==> config.mk <==
export PLATFORM = sky130hd
export DESIGN_NAME = free_list
export DESIGN_NICKNAME = d
export VERILOG_FILES = /design/src/rtl/free_list.sv
export SDC_FILE = /design/constraint.sdc
export NUM_CORES = 1
export LEC_CHECK = 0
export BUFFER_PORTS_ARGS = -buffer_cell sky130_fd_sc_hd__clkbuf_2
export CELL_PAD_IN_SITES_DETAIL_PLACEMENT = 1
export CELL_PAD_IN_SITES_GLOBAL_PLACEMENT = 2
export CORE_ASPECT_RATIO = 2
export CORE_MARGIN = 3
export CORE_UTILIZATION = 35
export CTS_CLUSTER_DIAMETER = 60
export DETAILED_ROUTE_END_ITERATION = 6
export PLACE_DENSITY = 0.66
export SLEW_MARGIN = 20
export SYNTH_ARGS = -nofsm -noshare
export SYNTH_HDL_FRONTEND = slang
export SYNTH_SLANG_ARGS = --single-unit
==> constraint.sdc <==
create_clock -name clk -period 5.6 [get_ports clk]
set_input_delay 0.84 -clock clk [delete_from_list [all_inputs] [get_ports clk]]
set_output_delay 0.84 -clock clk [all_outputs]
set_load 0.02 [all_outputs]
==> src/rtl/free_list.sv <==
// ---------------------------------------------------------------------------
// free_list
//   Circular FIFO of unmapped physical register tags for the rename stage.
//   Rename pops one tag per unstalled cycle from the speculative head.
//   Commit pushes released tags onto the tail and advances a retirement head
//   over tags that are now architecturally owned.
//   On recover, the speculative head snaps back to the retirement head. This
//   returns every tag that was popped but never retired.
//
// Ports
//   clk           clock; all state updates on posedge
//   reset         asynchronous, active-low reset
//   stall         front-end stall; blocks allocation only
//   alloc_req     rename wants a destination tag this cycle
//   alloc_tag     tag at the speculative head (combinational from state)
//   alloc_grant   pop accepted this cycle
//   commit_alloc  retiring instruction owned a popped tag; advances ret_head
//   commit_free   push commit_tag onto the tail
//   commit_tag    old physical mapping released by the retiring instruction
//   recover       flush: speculative head <= retirement head
//   empty         no free tag available
//   free_count    tags between speculative head and tail, 0..DEPTH
//   err           sticky overflow/underflow flag, cleared only by reset
// ---------------------------------------------------------------------------
module free_list #(
    parameter int PHYS_REGS = 64,
    parameter int ARCH_REGS = 32,
    parameter int DEPTH     = 32,
    parameter int TAG_W     = $clog2(PHYS_REGS),
    parameter int IDX_W     = $clog2(DEPTH)
) (
    input  logic             clk,
    input  logic             reset,
    input  logic             stall,
    input  logic             alloc_req,
    output logic [TAG_W-1:0] alloc_tag,
    output logic             alloc_grant,
    input  logic             commit_alloc,
    input  logic             commit_free,
    input  logic [TAG_W-1:0] commit_tag,
    input  logic             recover,
    output logic             empty,
    output logic [IDX_W:0]   free_count,
    output logic             err
);

    localparam int PTR_W = IDX_W + 1;
    localparam logic [PTR_W-1:0] DEPTH_P = PTR_W'(DEPTH);

    logic [TAG_W-1:0] tag_buf [DEPTH];
    logic [PTR_W-1:0] spec_head;
    logic [PTR_W-1:0] ret_head;
    logic [PTR_W-1:0] tail;

    logic [PTR_W-1:0] ret_head_next;
    logic [PTR_W-1:0] ret_count_next;
    logic             retire_ok;
    logic             push_ok;

    // Occupancy seen by rename, and the pop handshake. A pop is refused
    // while recovering, because the head is being rewritten that cycle.
    always_comb begin
        free_count  = tail - spec_head;
        empty       = (free_count == '0);
        alloc_tag   = tag_buf[spec_head[IDX_W-1:0]];
        alloc_grant = alloc_req & ~stall & ~empty & ~recover;
    end

    // Retire may only advance over tags that were actually popped. A push
    // is checked against the retirement head after this cycle's retire.
    // The slot a retire frees is the one the tail would overwrite when the
    // list is otherwise full, so the push and the retire can share a cycle.
    always_comb begin
        retire_ok      = commit_alloc & (ret_head != spec_head);
        ret_head_next  = ret_head + PTR_W'(retire_ok);
        ret_count_next = tail - ret_head_next;
        push_ok        = commit_free & (ret_count_next < DEPTH_P);
    end

    // Pointer and error state. Recover takes ret_head_next, so a retire
    // in the same cycle is not lost.
    always_ff @(posedge clk or negedge reset) begin
        if (!reset) begin
            spec_head <= '0;
            ret_head  <= '0;
            tail      <= DEPTH_P;
            err       <= 1'b0;
        end else begin
            ret_head <= ret_head_next;
            if (recover) begin
                spec_head <= ret_head_next;
            end else if (alloc_grant) begin
                spec_head <= spec_head + 1'b1;
            end
            if (push_ok) begin
                tail <= tail + 1'b1;
            end
            if ((commit_free & ~push_ok) | (commit_alloc & ~retire_ok)) begin
                err <= 1'b1;
            end
        end
    end

    // Tag storage. The reset image holds every physical register that is
    // not mapped by the architectural map at reset.
    always_ff @(posedge clk or negedge reset) begin
        if (!reset) begin
            for (int i = 0; i < DEPTH; i++) begin
                tag_buf[i] <= TAG_W'(ARCH_REGS + i);
            end
        end else if (push_ok) begin
            tag_buf[tail[IDX_W-1:0]] <= commit_tag;
        end
    end

endmodule
# Yosys cells after proc, flatten, opt, wreduce, memory -nomap -nowiden
# Index checks and enable logic that the tools add are counted.
[totals]
inputBits = 13
output_inout_bits = 15
reg_bits = 211
[op_classes]
n_eq_ne = 1
mux = 8
addsub = 5
n_reduce_logical = 3
n_lt_le_gt_ge = 4
n_bitwise = 15
[op_table]
columns = ["cell", "n"]
rows = [
  ["192-bit bitwise mux", 1],
  ["6-bit binary-select mux with 5-bit select", 1],
  ["6-bit demux with 5-bit select", 1],
  ["6-bit 2-to-1 mux", 5],
  ["6-bit by 1-bit adder with 6-bit output (second input constant)", 2],
  ["6-bit >= comparator (second input constant)", 2],
  ["5-bit NOT with 6-bit output", 2],
  ["6-bit subtractor", 2],
  ["1-bit bitwise AND", 7],
  ["6-bit by 1-bit adder with 6-bit output", 1],
  ["6-bit zero test", 1],
  ["6-bit by 1-bit < comparator with 1-bit output (second input constant)", 1],
  ["6-bit < comparator (second input constant)", 1],
  ["6-bit inequality test", 1],
  ["1-bit NOT", 5],
  ["2-bit nonzero test", 1],
  ["1-bit logical AND", 1],
  ["1-bit bitwise OR", 1],
]

# Logic depth before layout (Yosys ltp)
# Gate-level depths: netlist (run 1).
[logic_depth]
word_depth = 9
mapped_depth = 18
ltp_nobuf = 15

# Worst setup path before layout (run 1)
# No wires, ideal clock.
[synth_path]
path_kind = "register -> register"
from = "register spec_head[0]"
to = "register tag_buf[109] in the netlist's numbering"
path_stages_with_launch = 19
arrival_ns = 4.354
required_ns = 5.475
setup_ns = 0.125
path_slack_ns = 1.122
path_cell_list = "dfrtp_1 > clkbuf_1 > buf_1 > xnor2_1 > nand4_1 > o31a_1 > ha_1 > ha_1 > nand3_1 > xnor2_1 > inv_1 > ha_1 > nand4_1 > a21oi_1 > a211oi_1 > xnor3_2 > buf_4 > nor3_4 > mux2_2"
[synth_via]
elab_chain_cells = 6
[synth_lines]
columns = ["item", "line", "text"]
rows = [
  ["from (decl)", "51", "logic [PTR_W-1:0] spec_head;"],
  ["from (signal assigned)", "91", "spec_head <= ret_head_next;"],
  ["from (signal assigned)", "93", "spec_head <= spec_head + 1'b1;"],
  ["6-bit inequality test", "74", "retire_ok = commit_alloc & (ret_head != spec_head);"],
  ["1-bit bitwise AND", "74", ""],
  ["6-bit by 1-bit adder with 6-bit output", "75", "ret_head_next = ret_head + PTR_W'(retire_ok);"],
  ["net ret_head_next[4]", "55", "logic [PTR_W-1:0] ret_head_next;"],
  ["6-bit subtractor", "76", "ret_count_next = tail - ret_head_next;"],
  ["6-bit < comparator", "77", "push_ok = commit_free & (ret_count_next < DEPTH_P);"],
  ["1-bit bitwise AND", "77", ""],
  ["to (signal, indexed assignment)", "109", "tag_buf[i] <= TAG_W'(ARCH_REGS + i);"],
  ["to (signal, indexed assignment)", "112", "tag_buf[tail[IDX_W-1:0]] <= commit_tag;"],
  ["to (decl)", "50", "logic [TAG_W-1:0] tag_buf [DEPTH];"],
]
# The timed path passes the listed nets, and every way through them passes these cells.
# A chain may end at the register's enable or synchronous reset.

# Worst setup path in the final report (run 1)
[layout_path]
from = "register spec_head[4]"
to = "register tag_buf[86] in the netlist's numbering"
# Same word-level chain as after synthesis.

==> impl_metrics.json, run 1 <==
{
  "fill_cells": 2946,
  "routabilityCongestion": 0.754,
  "num_io_pins": 28,
  "synth_area_leaders": "sky130_fd_sc_hd__dfstp_2, sky130_fd_sc_hd__dfrtp_1, sky130_fd_sc_hd__mux2_2",
  "timing.max_cap.violations": 0,
  "clk-insertion-delay-late_ps": 520,
  "setup.worst_path.start": "spec_head[4]",
  "detail_route.drc_violations": 0,
  "yosysWarningCount": 0,
  "route.final.wire_length_um": 28700,
  "worst-setup-path-type": "reg2reg",
  "finalMaxSlewViolations": 0,
  "netlist_top_cells_count": "sky130_fd_sc_hd__mux2_2, sky130_fd_sc_hd__dfstp_2, sky130_fd_sc_hd__dfrtp_1",
  "crit_path_end_kind": "register",
  "synth_edf_count": 0,
  "n_antenna_cell": 0,
  "worstPathBufferInverterCount": 2,
  "timing.critical_path.slowest_stage_cell": "sky130_fd_sc_hd__xnor3_4",
  "postLayoutCoreUtil_pct": 40.1,
  "synth_largest_area_cell": "sky130_fd_sc_hd__dfstp_2",
  "rr_startpoint": "spec_head[4]",
  "numPortBuffers": 27,
  "grt_max_degree": 118,
  "totalNegativeSetupSlack_ps": 0,
  "vias_in_the_first_global_route": 7044,
  "yosysMostFrequentCell": "sky130_fd_sc_hd__mux2_2",
  "detailed_place.area_mm2": 0.0112,
  "die_area_mm2": 0.0327,
  "clock_sinks": 211,
  "grt.overflow.total": 0,
  "critical_path_peak_fanout": 22,
  "wire_per_inst_um": 26.2,
  "irDropWorstVdd_mv": 0.271,
  "post_synth.cell_area_avg_um2": 15.3,
  "postSynthCellCount": 695,
  "powerDensity_mw_per_mm2": 570,
  "final-seq-area_mm2": 0.00543,
  "area_share_of_and_or_nand_nor_cells_after_synthesis_pct": 7.96,
  "viasPerCell": 5.52,
  "timing.hold.ws_ps": 490,
  "post_synth_xor_area_fraction_pct": 1.94,
  "leakagePower_nw": 5.10,
  "worst-endpoint-arrival_ps": 5220,
  "min_period_over_period_pct": 86.1,
  "critical_path.most_common_cell": "sky130_fd_sc_hd__ha_1",
  "largest_family_of_logic_cells_by_synthesized_area": "multiplexers",
  "routed-via-count": 6037,
  "finClkSkew_ps": 18.8,
  "count_of_endpoints_failing_hold_in_the_final_timing_report": 0,
  "synth-async-reset-ratio_pct": 100,
  "setup-violations-final": 0,
  "tritoncts": "built",
  "placeableCoreArea_mm2": 0.0297,
  "combined_area_of_all_synthesized_cells_mm2": 0.0106,
  "design_power_total_w": 0.00679,
  "max-slew-margin-rel_pct": 35.2,
  "clock-root-buffer": "sky130_fd_sc_hd__clkbuf_16",
  "level_count_of_the_clock_h_tree": 1,
  "min_path_type": "in2async",
  "cp_slowest_stage_delay_ps": 660,
  "layout-drive-gt1-share_pct": 64.2,
  "multiplexer_share_of_the_synthesized_area_pct": 33.2,
  "track_usage_pct": 18.4,
  "minimum_clock_period_ps": 4820,
  "holdBufCountCts": 0,
  "final_antenna_net_count": 0,
  "floorplan.die.width_um": 129,
  "first_pass_grt_wire_length_um": 44900,
  "crit_required_ps": 6000,
  "post_synth_num_cell_types": 50,
  "tightestPinTransition_ps": 970,
  "layout-area-overhead-vs-synth_pct": 12.0,
  "register_bit_total_from_synthesis": 211,
  "ys_seq_area_share_pct": 50.9,
  "design.final.nets": 744,
  "synth_top_area_share_pct": 27.9,
  "clock_path_buffers": 3,
  "run_status": "complete, no violations",
  "rows": 89,
  "post-dp-hpwl_um": 19900,
  "drt_iter0_drc": 284,
  "ctsResizeCount": 0,
  "crit_chain": "xnor2_1, nand4_1, o31a_1, ha_1, ha_1, nand3_1, xnor2_1, inv_1, ha_1, nand4_1, a21oi_1, a211oi_1, xnor3_4, buf_4, nor3_4, mux2_2",
  "path_delay_family": "XOR/XNOR gates",
  "multiInputGateArea_mm2": 0.00500,
  "ys_dominant_reg_cell": "sky130_fd_sc_hd__dfstp_2",
  "synth_compound_gate_area_share_pct": 1.77,
  "post-cts-setup-buffer-count": 0,
  "antenna_found_initial": 0,
  "max_clock_freq_mhz": 207,
  "rsz_0062_raised_after_global_routing": "false",
  "cts_inserted_buffers": 22,
  "drt_first_pass_iters": 4,
  "layout.cell_area.non_filler_mm2": 0.0119,
  "clk_transition_reported_paths_ps": 60,
  "start_kind": "register",
  "yosys.area_share.adder_pct": 2.07,
  "initial_core_utilization_pct": 35.8,
  "postSynthNetCount": 725,
  "chipHeight_um": 253
}
==> per-stage QoR <==
stage	cells	setup slack, ps
after CTS	1094	734
after global routing	1094	442
after floorplan	695	1120
final	1094	779
after detailed placement	1054	741
after global placement	1054	938
==> cell families (layout without fill, tap and decap cells) <==
logic type	Yosys count	count (layout)
simple gates	108	108
flops	211	211
compound gates	26	26
fa+ha+maj	17	17
mux	254	254
buf+inv	58	93
xor+xnor	21	21
==> registers in the layout (all words and copies together) (netlist names) <==
name	flops
spec_head	6
err	1
tag_buf	192
ret_head	6
tail	6
==> where the power goes <==
group | switching (W) | internal [W]
Sequential | 0.000303 | 0.00207
Combinational | 0.00173 | 0.00114
Clock | 0.000618 | 0.000925
Total | 0.00266 | 0.00414
==> cell usage in the layout, fill, tap and decap left out, types with 11 or more instances in the layout <==
master,count
sky130_fd_sc_hd__nor3_4,25
sky130_fd_sc_hd__nor2_1,11
sky130_fd_sc_hd__dfstp_2,113
sky130_fd_sc_hd__dfrtp_1,96
sky130_fd_sc_hd__xnor2_1,11
sky130_fd_sc_hd__clkbuf_16,23
sky130_fd_sc_hd__ha_1,16
sky130_fd_sc_hd__inv_1,15
sky130_fd_sc_hd__mux2_2,181
sky130_fd_sc_hd__nand2_1,31
sky130_fd_sc_hd__mux2_1,12
sky130_fd_sc_hd__mux4_2,60
sky130_fd_sc_hd__clkbuf_2,26
==> worst register-to-register path: cells and delay by family (launching register included) <==
kind                     cells  cell delay (ps)
AO/OA/AOI/OAI                3              750
XOR/XNOR                     3             1070
adder cells (fa/ha/maj)      3              740
buffers and inverters        2              480
flip-flops                   1              500
multiplexers                 1              390
AND/OR/NAND/NOR              4              800
==> layer usage <==
metal,part of all wire (%),vias up,GRT usage (%)
met5,0,-,0
met4,3.7,0,7.00
li1,-,2617,-
met1,35,3294,20.0
met3,2.3,44,2.16
met2,59,82,35.4
==> layout make-up <==
class                           instances  share of cell area [%]
Multi-Input combinational cell        426                    41.9
Clock buffer                           35                    5.71
Tap cell                              364                    3.82
Inverter                               16                   0.504
Clock inverter                          5                   0.651
Timing Repair Buffer                   37                    1.87
Sequential cell                       211                    45.5
==> final timing paths <==
check,slack (ps),cells past startpoint,endpoint
setup / recovery,780,16,tag_buf[86]
hold / removal,490,1,tag_buf[134]
setup reg to reg,780,16,tag_buf[86]
hold reg to reg,500,1,tag_buf[188]
max in group asynchronous,3880,2,tag_buf[86]
min in group clk,500,1,tag_buf[188]
(Power assumes the default switching activity.)
==> run 2: changes to the inputs <==
- ABC_AREA: default -> 1
- PLACE_DENSITY: 0.66 -> 0.78
==> run 2 against run 1 <==
  * Fmax increased by 4.5%
  * First-iteration DRC count increased by 93%
  * Sequential cell count unchanged
  * Synthesized cell count increased by 120%
  * Global-route usage increased by 5.2 points
  * Wire length increased by 49%
  * Clock power increased by 6%
  * Die area increased by 12%
  * Final cell count increased by 79%
  * Via count increased by 79%
  * Critical path type is now reg2out
  * Largest cell class is now multi-input combinational cells
==> impl_metrics.json, run 2 <==
{
  "run_status": "complete, no violations",
  "timing.hold.ws_ps": 434,
  "layout.cell_area.non_filler_mm2": 0.0130,
  "synth_edf_count": 0,
  "rr_startpoint": "spec_head[2]",
  "crit_required_ps": 4760,
  "totalNegativeSetupSlack_ps": 0,
  "drt_first_pass_iters": 5,
  "num_io_pins": 28,
  "postSynthCellCount": 1544,
  "route.final.wire_length_um": 42700,
  "crit_path_end_kind": "output pin",
  "synth_top_area_share_pct": 24.9,
  "post-cts-setup-buffer-count": 0,
  "clock_path_buffers": 3,
  "placeableCoreArea_mm2": 0.0336,
  "routed-via-count": 10800,
  "drt_iter0_drc": 549,
  "n_antenna_cell": 0,
  "irDropWorstVdd_mv": 0.374,
  "ctsResizeCount": 0,
  "track_usage_pct": 23.6,
  "start_kind": "register",
  "synth-async-reset-ratio_pct": 100,
  "fill_cells": 4114,
  "finalMaxSlewViolations": 0,
  "count_of_endpoints_failing_hold_in_the_final_timing_report": 0,
  "worstReg2RegEnd": "tag_buf[67]",
  "yosysMostFrequentCell": "sky130_fd_sc_hd__nand2_1",
  "register_bit_total_from_synthesis": 211,
  "setup-violations-final": 0,
  "die_area_mm2": 0.0365,
  "post_synth_num_cell_types": 36,
  "post-dp-hpwl_um": 27900,
  "vias_in_the_first_global_route": 11400,
  "post_synth.cell_area_avg_um2": 7.73,
  "placed_cells_incl_taps": 1919,
  "combined_area_of_all_synthesized_cells_mm2": 0.0119,
  "clock-root-buffer": "sky130_fd_sc_hd__clkbuf_16",
  "ys_seq_area_share_pct": 45.4,
  "synth_largest_area_cell": "sky130_fd_sc_hd__dfstp_2",
  "first_pass_grt_wire_length_um": 66800,
  "cts_inserted_buffers": 21,
  "tritoncts": "built",
  "viasPerCell": 5.53,
  "clk-insertion-delay-late_ps": 530,
  "chipHeight_um": 267,
  "final_common_cell": "sky130_fd_sc_hd__nand2_1",
  "postSynthNetCount": 1574,
  "minimum_clock_period_ps": 4610,
  "clock_sinks": 211,
  "rrSetupSlack_ps": 1310,
  "layout-area-overhead-vs-synth_pct": 9.19,
  "top_register": "tag_buf",
  "min_path_type": "in2async",
  "antenna_found_initial": 0,
  "synth_area_leaders": "sky130_fd_sc_hd__dfstp_2, sky130_fd_sc_hd__dfrtp_1, sky130_fd_sc_hd__nand2_1",
  "largest_register_ffs": 192,
  "yosysWarningCount": 0,
  "most-common-layout-cells": "sky130_fd_sc_hd__nand2_1, sky130_fd_sc_hd__nand4_1, sky130_fd_sc_hd__nor2_1, sky130_fd_sc_hd__dfstp_2",
  "rsz_0062_raised_after_global_routing": "false",
  "timing.max_cap.violations": 0,
  "finClkSkew_ps": 17.5,
  "detail_route.drc_violations": 0,
  "final_antenna_net_count": 0,
  "grt_max_degree": 116,
  "rows": 95,
  "routabilityCongestion": 0.811,
  "clk_transition_reported_paths_ps": 60,
  "netlist_top_cells_count": "sky130_fd_sc_hd__nand2_1, sky130_fd_sc_hd__nand4_1, sky130_fd_sc_hd__nor2_1",
  "detailed_place.area_mm2": 0.0123,
  "wire_per_inst_um": 21.8,
  "ff2ff_path_depth": 22,
  "final_cell_count_no_fill": 1957,
  "layout-drive-gt1-share_pct": 16.4,
  "worst-setup-path-type": "reg2out",
  "floorplan.die.width_um": 137,
  "numPortBuffers": 27,
  "grt.overflow.total": 0,
  "min_period_over_period_pct": 82.4,
  "holdBufCountCts": 0,
  "critical_path_peak_fanout": 66,
  "tightestPinTransition_ps": 1180,
  "design_power_total_w": 0.00791,
  "initial_core_utilization_pct": 35.5,
  "powerDensity_mw_per_mm2": 607,
  "worst-endpoint-arrival_ps": 3770,
  "max_clock_freq_mhz": 217,
  "ys_dominant_reg_cell": "sky130_fd_sc_hd__dfstp_2",
  "max-slew-margin-rel_pct": 21.2,
  "level_count_of_the_clock_h_tree": 1,
  "setup.worst_path.start": "spec_head[0]",
  "design.final.nets": 1536,
  "leakagePower_nw": 6.07
}
-- run 2: cell count changes in the layout (fill, tap and decap cells not counted), moves of 12 or more --
cell                       delta
sky130_fd_sc_hd__nand3_2     +28
sky130_fd_sc_hd__nand4_1    +190
sky130_fd_sc_hd__o211ai_1    +25
sky130_fd_sc_hd__nand2_1    +495
sky130_fd_sc_hd__o21ai_0     +91
sky130_fd_sc_hd__mux2_1      -12
sky130_fd_sc_hd__nor2_1     +141
sky130_fd_sc_hd__nor3_4      -23
sky130_fd_sc_hd__mux4_2      -60
sky130_fd_sc_hd__nand3_1     +52
sky130_fd_sc_hd__mux2_2     -181
sky130_fd_sc_hd__inv_1       +40
-- run 2: kinds of logic after synthesis --
kind of cell,count (synthesis),share of synthesized area [%]
compound gates,152,7.11
fa+ha+maj,17,1.85
buf+inv,171,7.00
xor+xnor,12,0.881
flops,211,45.4
simple gates,981,37.7
-- run 2: through the flow --
step | worst slack [ps] | utilization [%]
final | 987 | 38.7
after global routing | 725 | 38.7
after CTS | 949 | 38.7
after detailed placement | 1300 | 36.4
after global placement | 1460 | 36.4
after floorplan | 2170 | -
-- run 2: layout make-up --
cell class / count / area [um2] / share of cell area, %
multi-input cells: 1162 / 5690 / 43.6
clock buffers: 31 / 613 / 4.70
flip-flops and latches: 211 / 5430 / 41.6
repair buffers: 49 / 365 / 2.80
clock inverters: 7 / 166 / 1.28
well taps: 436 / 546 / 4.19
inverters: 61 / 229 / 1.76
-- run 2: worst max-delay path by stage --
| stage | endpoint | slack (ps) | cells after the start |
|---|---|---|---|
| after floorplan | tag_buf[90] | 2170 | 24 |
| after global placement | tag_buf[66] | 1460 | 22 |
| after detailed placement | tag_buf[69] | 1300 | 22 |
| after CTS | alloc_grant | 950 | 12 |
| after global routing | alloc_grant | 720 | 12 |
| final | alloc_grant | 990 | 12 |
-- run 2: layer usage --
layer | wire (um) | track usage (%) | vias to the layer above
met5 | 0 | 0 | -
met4 | 2020 | 9.84 | 0
met3 | 1020 | 1.88 | 86
met2 | 22900 | 43.3 | 178
met1 | 16800 | 27.9 | 5448
li1 | - | - | 5116
-- run 2: worst max-delay path, cell delays in order, from the launching register on --
cell and delay (ps):
sky130_fd_sc_hd__dfrtp_4 420, sky130_fd_sc_hd__buf_4 400, sky130_fd_sc_hd__buf_4 680, sky130_fd_sc_hd__ha_1 300, sky130_fd_sc_hd__fa_1 440, sky130_fd_sc_hd__nand2_1 80
sky130_fd_sc_hd__nor2_1 40, sky130_fd_sc_hd__nand3_1 70, sky130_fd_sc_hd__nor2_1 50, sky130_fd_sc_hd__nand2_1 80, sky130_fd_sc_hd__nand2_1 230, sky130_fd_sc_hd__nor2_1 160
sky130_fd_sc_hd__clkbuf_2 190
-- run 2: power breakdown --
group	total [W]	leakage [nW]	switching (W)	internal, W
combinational	0.00386	3.24	0.00281	0.00105
clock	0.00164	0.376	0.000649	0.000991
sequential	0.00241	2.45	0.000314	0.00210
==> run 3: changes to the inputs <==
- clock period: 5.6 -> 4.8 ns (I/O delays scaled with it)
==> run 3 against run 2 <==
  * Non-clock buffer count grew 1
  * Clock skew shrank 0.67 ps
  * Design area shrank 0.22%
  * Sequential power grew 17%
  * First-iteration DRC count grew 6.4%
  * Combinational power grew 18%
  * Largest power group unchanged
  * Core utilization shrank 0.086 points
  * Hold slack lost 180 ps
  * Final cell count grew 0.15%
  * Clock-buffer cell count grew 6
  * Largest cell class unchanged
  * Total power grew 15%
  * Highest routed layer unchanged
==> impl_metrics.json, run 3 (synthesis results as in run 2) <==
{
  "num_io_pins": 28,
  "detail_route.drc_violations": 0,
  "clk-insertion-delay-late_ps": 530,
  "start_kind": "register",
  "layout-drive-gt1-share_pct": 16.3,
  "final_antenna_net_count": 0,
  "grt_max_degree": 121,
  "ff2ff_path_depth": 21,
  "minimum_clock_period_ps": 4200,
  "n_antenna_cell": 0,
  "critical_path_peak_fanout": 106,
  "post-dp-hpwl_um": 27700,
  "design.final.nets": 1538,
  "viasPerCell": 5.57,
  "cell_int_power_w": 0.00470,
  "most-common-layout-cells": "sky130_fd_sc_hd__nand2_1, sky130_fd_sc_hd__nand4_1, sky130_fd_sc_hd__nor2_1, sky130_fd_sc_hd__dfstp_2",
  "layout-area-overhead-vs-synth_pct": 8.95,
  "top_register": "tag_buf",
  "route.final.wire_length_um": 42900,
  "fill_cells": 4171,
  "powerDensity_mw_per_mm2": 698,
  "cts_inserted_buffers": 22,
  "finClkSkew_ps": 16.9,
  "numPortBuffers": 27,
  "ctsResizeCount": 0,
  "timing.max_cap.violations": 0,
  "clock_sinks": 211,
  "totalNegativeSetupSlack_ps": 0,
  "power.clock.fraction_pct": 19.0,
  "rows": 95,
  "clock-root-buffer": "sky130_fd_sc_hd__clkbuf_16",
  "count_of_endpoints_failing_hold_in_the_final_timing_report": 0,
  "placed_cells_incl_taps": 1920,
  "worst-setup-path-type": "reg2out",
  "routed-via-count": 10900,
  "rsz_0062_raised_after_global_routing": "false",
  "post-cts-setup-buffer-count": 0,
  "leakagePower_nw": 6.06,
  "irDropWorstVdd_mv": 0.370,
  "min_path_type": "in2async",
  "finalMaxSlewViolations": 0,
  "crit_path_end_kind": "output pin",
  "antenna_found_initial": 0,
  "clk_transition_reported_paths_ps": 60,
  "first_pass_grt_wire_length_um": 67200,
  "routabilityCongestion": 0.810,
  "max_clock_freq_mhz": 238,
  "worstReg2RegEnd": "tag_buf[93]",
  "initial_core_utilization_pct": 35.5,
  "drt_iter0_drc": 584,
  "level_count_of_the_clock_h_tree": 1,
  "max-slew-margin-rel_pct": 22.0,
  "wire_per_inst_um": 21.9,
  "clock_path_buffers": 3,
  "vias_in_the_first_global_route": 11600,
  "tritoncts": "built",
  "power_frac_seq_pct": 31.0,
  "grt.overflow.total": 0,
  "rr_startpoint": "spec_head[4]",
  "min_period_over_period_pct": 87.5,
  "largest_register_ffs": 192,
  "pwr-share-comb_pct": 50.0,
  "floorplan.die.width_um": 137,
  "final_common_cell": "sky130_fd_sc_hd__nand2_1",
  "crit_required_ps": 4080,
  "setup-violations-final": 0,
  "run_status": "complete, no violations",
  "placeableCoreArea_mm2": 0.0336,
  "total_switching_power_w": 0.00438,
  "worst-endpoint-arrival_ps": 3480,
  "die_area_mm2": 0.0365,
  "tightestPinTransition_ps": 1170,
  "chipHeight_um": 267,
  "rrSetupSlack_ps": 650,
  "holdBufCountCts": 0,
  "drt_first_pass_iters": 5,
  "final_cell_count_no_fill": 1960,
  "sw_share_pct": 48.2,
  "track_usage_pct": 23.7
}
## run 3: layout make-up
cell class / instances / area, um2 / area share [%]
Clock inverter: 3 / 15.0 / 0.115
Multi-Input combinational cell: 1162 / 5690 / 43.7
Timing Repair Buffer: 50 / 413 / 3.18
Tap cell: 436 / 546 / 4.20
Inverter: 61 / 229 / 1.76
Sequential cell: 211 / 5430 / 41.7
Clock buffer: 37 / 688 / 5.29
## run 3: worst max-delay path by stage
stage                 start      endpoint  slack [ps]  cells after the start
2_1_floorplan  spec_head[0]   tag_buf[90]        1370                     24
3_3_place_gp   spec_head[4]  tag_buf[142]         730                     21
3_5_place_dp   spec_head[4]  tag_buf[136]         710                     21
4_1_cts        spec_head[0]  alloc_tag[0]         500                     10
5_1_grt        spec_head[1]   alloc_grant         360                     13
6_report       spec_head[0]  alloc_tag[4]         600                     10
## run 3: worst max-delay path, cell delays in order, from the launching register on
cell                       delay, ps
sky130_fd_sc_hd__dfrtp_4         430
sky130_fd_sc_hd__buf_12          360
sky130_fd_sc_hd__inv_2           420
sky130_fd_sc_hd__buf_12          330
sky130_fd_sc_hd__o21ai_0         510
sky130_fd_sc_hd__nand2_1         120
sky130_fd_sc_hd__a21oi_1         200
sky130_fd_sc_hd__nand2_1          70
sky130_fd_sc_hd__nand2_1         150
sky130_fd_sc_hd__inv_1            60
sky130_fd_sc_hd__clkbuf_2        160
## run 3: layer usage
metal	part of all wire (%)	up-vias	wire length (um)	GRT usage, %
li1	-	5141	-	-
met1	39	5503	16600	27.4
met2	53	185	22800	43.4
met3	2.5	86	1090	1.69
met4	5.5	0	2340	12.1
met5	0	-	0	0
## run 3: through the flow
stage	hold slack (ps)	area, um2	util, %	setup slack (ps)	power, W
6_report	254	13000	38.7	598	0.00908
5_1_grt	316	13000	38.7	359	0.00975
4_1_cts	280	13000	38.7	498	0.00920
3_5_place_dp	453	12300	36.6	712	0.00744
3_3_place_gp	448	12300	36.6	726	0.00734
2_1_floorplan	424	11900	-	1370	0.00610
## run 3: power groups by stage
stage | logic (W) | clock network (W) | registers, W
6_report | 0.00454 | 0.00172 | 0.00282
5_1_grt | 0.00504 | 0.00183 | 0.00288
4_1_cts | 0.00461 | 0.00177 | 0.00282
3_5_place_dp | 0.00460 | 0 | 0.00284
3_3_place_gp | 0.00451 | 0 | 0.00282
2_1_floorplan | 0.00340 | 0 | 0.00270
